--- src/rtl/sha256_padder_if.sv ---
// rtl/sha256_padder_if.sv - byte-in / block-out handshake bundle for sha256_padder
//
// Ports (signals):
//   in_data[7:0], in_valid, in_last : message byte stream into the padder
//   in_ready                        : padder accepts a byte this cycle
//   blk_data[511:0], blk_valid      : padded 512-bit block, big-endian
//   blk_ready                       : consumer takes the block
//   blk_first, blk_last             : block position within its message
//   msg_bits[63:0]                  : message length in bits, valid with blk_last
// Modports: master = byte producer / block consumer, slave = the padder.
interface sha256_padder_if;
  logic [7:0]   in_data;
  logic         in_valid;
  logic         in_last;
  logic         in_ready;
  logic [511:0] blk_data;
  logic         blk_valid;
  logic         blk_ready;
  logic         blk_first;
  logic         blk_last;
  logic [63:0]  msg_bits;

  modport master (
    output in_data, in_valid, in_last, blk_ready,
    input  in_ready, blk_data, blk_valid, blk_first, blk_last, msg_bits
  );

  modport slave (
    input  in_data, in_valid, in_last, blk_ready,
    output in_ready, blk_data, blk_valid, blk_first, blk_last, msg_bits
  );
endinterface

--- src/rtl/sha256_padder.sv ---
// rtl/sha256_padder.sv - SHA-256 message padder: byte stream in, padded 512-bit blocks out
//
// Ports:
//   clock   : rising-edge clock
//   reset_n : asynchronous active-low reset
//   bus     : sha256_padder_if.slave (byte stream in, block handshake out)
// Parameters:
//   LEN_W   : width of the bit-length counter (<= 64), zero-extended into the length field
module sha256_padder #(
  parameter int LEN_W = 64
) (
  input  logic           clock,
  input  logic           reset_n,
  sha256_padder_if.slave bus
);

  typedef enum logic [1:0] {FILL, HOLD, PAD2, HOLD2} state_t;
  // Kind of second block owed after the current one.
  typedef enum logic [1:0] {PAD_NONE, PAD_LEN, PAD_FULL} pad_t;

  state_t             state_q, state_d;
  pad_t               pad2_q, pad2_d;
  logic [5:0]         cnt_q, cnt_d;
  logic [LEN_W-1:0]   len_q, len_d;
  logic               arm_q, arm_d;
  logic [511:0]       data_q, data_d;
  logic               first_q, first_d;
  logic               last_q, last_d;
  logic [63:0]        msgb_q, msgb_d;

  logic [6:0]         n;         // bytes in the block including the current one
  logic [LEN_W-1:0]   len_inc;   // bit length including the current byte
  logic [63:0]        len_inc64;
  logic [63:0]        len_q64;
  logic [511:0]       fill_blk;  // block image if the current byte is accepted

  assign n         = {1'b0, cnt_q} + 7'd1;
  assign len_inc   = len_q + LEN_W'(8);
  assign len_inc64 = 64'(len_inc);
  assign len_q64   = 64'(len_q);

  assign bus.in_ready  = (state_q == FILL);
  assign bus.blk_valid = (state_q == HOLD) || (state_q == HOLD2);
  assign bus.blk_data  = data_q;
  assign bus.blk_first = first_q;
  assign bus.blk_last  = last_q;
  assign bus.msg_bits  = msgb_q;

  // Bytes past the write position are rewritten every cycle, so stale bytes
  // from the previous block never survive into a padded block.
  always_comb begin
    fill_blk = data_q;
    for (int i = 0; i < 64; i++) begin
      if (7'(i) == {1'b0, cnt_q}) begin
        fill_blk[511-8*i -: 8] = bus.in_data;
      end else if (7'(i) > {1'b0, cnt_q}) begin
        fill_blk[511-8*i -: 8] = (bus.in_last && (7'(i) == n)) ? 8'h80 : 8'h00;
      end
    end
    if (bus.in_last && (n <= 7'd55)) begin
      fill_blk[63:0] = len_inc64;
    end
  end

  always_comb begin
    state_d = state_q;
    pad2_d  = pad2_q;
    cnt_d   = cnt_q;
    len_d   = len_q;
    arm_d   = arm_q;
    data_d  = data_q;
    first_d = first_q;
    last_d  = last_q;
    msgb_d  = msgb_q;

    case (state_q)
      FILL: begin
        if (bus.in_valid) begin
          cnt_d  = cnt_q + 6'd1;
          len_d  = len_inc;
          data_d = fill_blk;
          if (bus.in_last || (n == 7'd64)) begin
            state_d = HOLD;
            first_d = arm_q;
            arm_d   = 1'b0;
            last_d  = 1'b0;
            pad2_d  = PAD_NONE;
            if (bus.in_last) begin
              if (n <= 7'd55) begin
                last_d = 1'b1;
                msgb_d = len_inc64;
              end else if (n == 7'd64) begin
                pad2_d = PAD_FULL;
              end else begin
                pad2_d = PAD_LEN;
              end
            end
          end
        end
      end

      HOLD: begin
        if (bus.blk_ready) begin
          cnt_d = 6'd0;
          if (pad2_q != PAD_NONE) begin
            // Second block is loaded on this handshake edge: no valid bubble.
            data_d  = (pad2_q == PAD_FULL) ? {8'h80, 440'd0, len_q64}
                                           : {448'd0, len_q64};
            first_d = 1'b0;
            last_d  = 1'b1;
            msgb_d  = len_q64;
            pad2_d  = PAD_NONE;
            state_d = HOLD2;
          end else if (last_q) begin
            len_d   = '0;
            arm_d   = 1'b1;
            state_d = FILL;
          end else begin
            state_d = FILL;
          end
        end
      end

      HOLD2: begin
        if (bus.blk_ready) begin
          cnt_d   = 6'd0;
          len_d   = '0;
          arm_d   = 1'b1;
          state_d = FILL;
        end
      end

      // Never entered; the second block goes straight to HOLD2.
      PAD2: state_d = HOLD2;

      default: state_d = FILL;
    endcase
  end

  always_ff @(posedge clock or negedge reset_n) begin
    if (!reset_n) begin
      state_q <= FILL;
      pad2_q  <= PAD_NONE;
      cnt_q   <= 6'd0;
      len_q   <= '0;
      arm_q   <= 1'b1;
      data_q  <= '0;
      first_q <= 1'b0;
      last_q  <= 1'b0;
      msgb_q  <= 64'd0;
    end else begin
      state_q <= state_d;
      pad2_q  <= pad2_d;
      cnt_q   <= cnt_d;
      len_q   <= len_d;
      arm_q   <= arm_d;
      data_q  <= data_d;
      first_q <= first_d;
      last_q  <= last_d;
      msgb_q  <= msgb_d;
    end
  end

endmodule

--- src/flat_wrapper.sv ---
// flat-port wrapper written by rule: the top's interface ports become plain ports
module sha256_padder_flat 
#(
  parameter int LEN_W = 64
)
  (clock, reset_n, bus_in_data, bus_in_valid, bus_in_last, bus_blk_ready, bus_in_ready, bus_blk_data, bus_blk_valid, bus_blk_first, bus_blk_last, bus_msg_bits);
  sha256_padder_if bus_i ();
  input  logic clock;
  input  logic reset_n;
  input wire logic [$bits(bus_i.in_data)-1:0] bus_in_data;
  input wire logic [$bits(bus_i.in_valid)-1:0] bus_in_valid;
  input wire logic [$bits(bus_i.in_last)-1:0] bus_in_last;
  input wire logic [$bits(bus_i.blk_ready)-1:0] bus_blk_ready;
  output wire logic [$bits(bus_i.in_ready)-1:0] bus_in_ready;
  output wire logic [$bits(bus_i.blk_data)-1:0] bus_blk_data;
  output wire logic [$bits(bus_i.blk_valid)-1:0] bus_blk_valid;
  output wire logic [$bits(bus_i.blk_first)-1:0] bus_blk_first;
  output wire logic [$bits(bus_i.blk_last)-1:0] bus_blk_last;
  output wire logic [$bits(bus_i.msg_bits)-1:0] bus_msg_bits;
  assign bus_i.in_data = bus_in_data;
  assign bus_i.in_valid = bus_in_valid;
  assign bus_i.in_last = bus_in_last;
  assign bus_i.blk_ready = bus_blk_ready;
  assign bus_in_ready = bus_i.in_ready;
  assign bus_blk_data = bus_i.blk_data;
  assign bus_blk_valid = bus_i.blk_valid;
  assign bus_blk_first = bus_i.blk_first;
  assign bus_blk_last = bus_i.blk_last;
  assign bus_msg_bits = bus_i.msg_bits;
  sha256_padder #(.LEN_W(LEN_W)) u_core (.clock(clock), .reset_n(reset_n), .bus(bus_i));
endmodule
--- config.mk ---
export PLATFORM = sky130hd
export DESIGN_NAME = sha256_padder_flat
export DESIGN_NICKNAME = d
export VERILOG_FILES = /design/src/rtl/sha256_padder_if.sv /design/src/rtl/sha256_padder.sv /design/src/flat_wrapper.sv
export SDC_FILE = /design/constraint.sdc
export NUM_CORES = 1
export LEC_CHECK = 0
export ABC_AREA = 0
export CORE_MARGIN = 2
export CORE_UTILIZATION = 52
export DETAILED_ROUTE_END_ITERATION = 10
export PLACE_DENSITY_LB_ADDON = 0.12
export SLEW_MARGIN = 20
export SYNTH_ARGS = -nofsm -noshare
export SYNTH_HDL_FRONTEND = slang
export SYNTH_SLANG_ARGS = --single-unit
export TNS_END_PERCENT = 30
--- constraint.sdc ---
create_clock -name clock -period 3.3 [get_ports clock]
set_input_delay 0.66 -clock clock [delete_from_list [all_inputs] [get_ports clock]]
set_output_delay 0.66 -clock clock [all_outputs]
set_load 0.02 [all_outputs]
==> flow_metrics.py <==
metrics = {
    "timing": {
        "final_hold_viol_count": 0,
        "relSlewSlack_pct": 20.7,
        "slew_violations": 0,
        "setup_violations": 0,
        "worst_slew_pin_slew_ns": 1.16,
        "fmax_mhz": 317,
        "fin_worst_skew_ns": 0.0178,
        "layout_min_cycle_time_ns": 3.15,
        "rsz0062_at_grt": "no",
        "final.period_utilization_pct": 95.5,
        "fin_tns_setup_ns": 0,
    },
    "cts": {
        "root_buffer": "clkbuf_16",
        "cts_tree": "yes",
        "clkLatencyLatePin_ns": 0.64,
        "clkSinkCount": 647,
        "cts_max_path_buffers": 3,
        "cts_buffers": 70,
        "cts_hold_buf": 0,
        "clk_pin_slew_ns": 0.06,
        "cts_htree_levels": 3,
    },
    "yosys": {
        "yosys_warnings": 0,
        "synth_edf_count": 0,
        "synth.most_common_cell": "dfrtp_1",
        "synth_top_area_share_pct": 54.4,
        "yosysTopAreaCell": "dfrtp_1",
        "syn_area_mm2": 0.0297,
        "yosys.cell_types.count": 85,
        "synth_seq_cells": 647,
        "ys_seq_area_share_pct": 54.5,
        "ys_top_cells_by_count": "dfrtp_1, nand2_1, o21ai_0",
        "avgSynthCellArea_um2": 9.78,
        "synth-main-ff-cell": "dfrtp_1",
        "synthTopCellsByArea": "dfrtp_1, o21ai_0, nand2_1",
        "synth_cells": 3037,
        "async_reset_ff_share_pct": 100,
    },
    "worst_setup_path": {
        "cp.required_ns": 3.82,
        "cp-end-kind": "flop",
        "cp_max_fo": 21,
        "startpoint_type": "flop",
        "cp.arrival_ns": 3.67,
        "crit_type": "flop to flop",
    },
    "die": {
        "core_mm2": 0.0564,
        "dieArea_mm2": 0.0590,
        "start_util_pct": 52.7,
        "std_cell_rows": 87,
        "die_h_um": 243,
        "die_width_um": 243,
        "io-pin-count": 593,
    },
    "placed_design": {
        "gp_congestion": 0.973,
        "place_inst": 4376,
        "hpwl_mm": 88.7,
        "io_buffers": 589,
    },
    "detailed_routing": {
        "viasPerCell": 6.46,
        "first_pass_iters": 8,
        "drt_iter0_drc": 3485,
        "ant_nets": 0,
        "drt_wl_total_mm": 123,
        "vias": 29123,
        "drcViolationCount": 0,
        "wl_per_cell_um": 27.4,
    },
    "grt": {
        "grt_antenna_before_repair": 6,
        "grt_pass1_vias": 28448,
        "grt_pass1_wl_mm": 182,
        "grt_overflow": 0,
        "grt_max_degree": 100,
        "grt_use_total_pct": 40.8,
    },
    "outcome": {
        "status": "complete, no violations",
    },
    "power_and_ir_drop": {
        "power.density_mw_per_mm2": 542,
        "peakVddDrop_uv": 387,
        "power.leakage_nw": 17.2,
    },
    "layout": {
        "fin_cells": 4505,
        "finalNetCount": 3712,
        "drive_gt1_share_pct": 12.6,
        "areaGrowthSynthToFinish_pct": 34.5,
        "fill_cells": 4285,
    },
    "min_path": {
        "hold_path_class": "input pin to asynchronous set/reset pin",
    },
    "run": {
        "maxCapViolCount": 0,
    },
}
sequential cells by signal, indices dropped and copies added, names as in the netlist:
| signal | flops |
|---|---|
| u_core.bus.blk_data | 512 |
| u_core.bus.blk_first | 1 |
| u_core.cnt_q | 6 |
| u_core.arm_q | 1 |
| u_core.pad2_q | 2 |
| u_core.state_q | 2 |
| u_core.bus.blk_last | 1 |
| u_core.bus.msg_bits | 61 |
| u_core.len_q | 61 |
cell type report:
cell class / count / area, um2 / area share [%]
Sequential cell: 647 / 16200 / 40.5
Multi-Input combinational cell: 2121 / 12500 / 31.3
Tap cell: 756 / 946 / 2.37
Inverter: 21 / 78.8 / 0.197
Clock buffer: 99 / 1990 / 4.99
Timing Repair Buffer: 831 / 7930 / 19.8
Antenna cell: 3 / 7.51 / 0.0188
Clock inverter: 27 / 304 / 0.761
worst paths after layout:
kind / start / endpoint / slack (ns) / depth (start not counted)
max reg2reg: u_core.cnt_q[1]$_DFFE_PN0P_ / u_core.bus.blk_data[39]$_DFFE_PN0P_ / 0.15 / 10
min reg2reg: u_core.bus.blk_data[360]$_DFFE_PN0P_ / u_core.bus.blk_data[360]$_DFFE_PN0P_ / 0.48 / 2
min in group clock: u_core.bus.blk_data[360]$_DFFE_PN0P_ / u_core.bus.blk_data[360]$_DFFE_PN0P_ / 0.48 / 2
max: u_core.cnt_q[1]$_DFFE_PN0P_ / u_core.bus.blk_data[39]$_DFFE_PN0P_ / 0.15 / 10
max in group asynchronous: reset_n / u_core.len_q[41]$_DFFE_PN0P_ / 2.22 / 2
min: reset_n / u_core.bus.blk_data[213]$_DFFE_PN0P_ / 0.02 / 1
cell usage in the layout (no fill, tap or decap), drive strengths merged, types with 29 or more instances in the layout:
cell           synthesis  layout
nor3                  55      55
dfrtp                646     646
a21oi                106     106
a22o                 174     174
a31oi                 59      59
mux2                  69      69
nand2                427     427
and2                  32      32
o31ai                 97      97
o21ai                380     380
buf                   63     244
xor2                  43      43
nand3                145     145
nor2                 200     200
clkdlybuf4s50          0     586
clkbuf               187      99
xnor2                 29      29
cell families after synthesis:
logic type               synth area share (%)
adder cells (fa/ha/maj)                 0.295
other                                  0.0126
AND/OR/NAND/NOR                          15.4
multiplexers                             2.82
buffers and inverters                    3.63
AO/OA/AOI/OAI                            21.2
flip-flops                               54.5
XOR/XNOR                                 2.12
stage by stage:
step	cell area (um2)	setup slack [ns]	total power [mW]	hold slack [ns]	util, %
4_1_cts	39900	0.0896	21.6	0.0410	70.8
2_1_floorplan	29700	0.533	11.1	0.364	-
6_report	39900	0.147	21.7	0.0202	70.8
3_5_place_dp	37600	0.228	13.7	0.466	66.7
3_3_place_gp	37600	0.350	13.6	0.460	66.7
5_1_grt	39900	0.0294	22.3	0.0466	70.8
power breakdown:
part           internal (mW)  leakage [nW]  switching, mW  total (mW)
clock network           4.57          1.13           3.42        7.99
registers               8.36          8.90          0.345        8.70
logic                   1.59          7.16           3.40        4.98
timing repair:
action | in CTS | in global routing
gates resized for setup | 0 | 1
endpoints found under the setup margin | 0 | 1
buffers inserted | 0 | 0
hold endpoints to repair | 0 | 0
worst max-delay path: stages, from the launching register on:
cell and delay [ns]:
dfrtp_1 0.35, buf_4 0.28, and3_1 0.33, o21ai_0 0.14, a22oi_2 0.34, buf_4 0.34
inv_1 0.18, a221oi_1 0.59, buf_4 0.23, o221ai_1 0.12, o21a_1 0.14
layer usage:
layer  global-route usage [%]  vias to the layer above  wire (um)
li1                         -                    12261          -
met4                     24.7                        2       8490
met3                     8.62                      481      11500
met5                        0                        -         14
met1                     51.6                    14451      45800
met2                     64.8                     1928      57500
(Power assumes the default switching activity.)
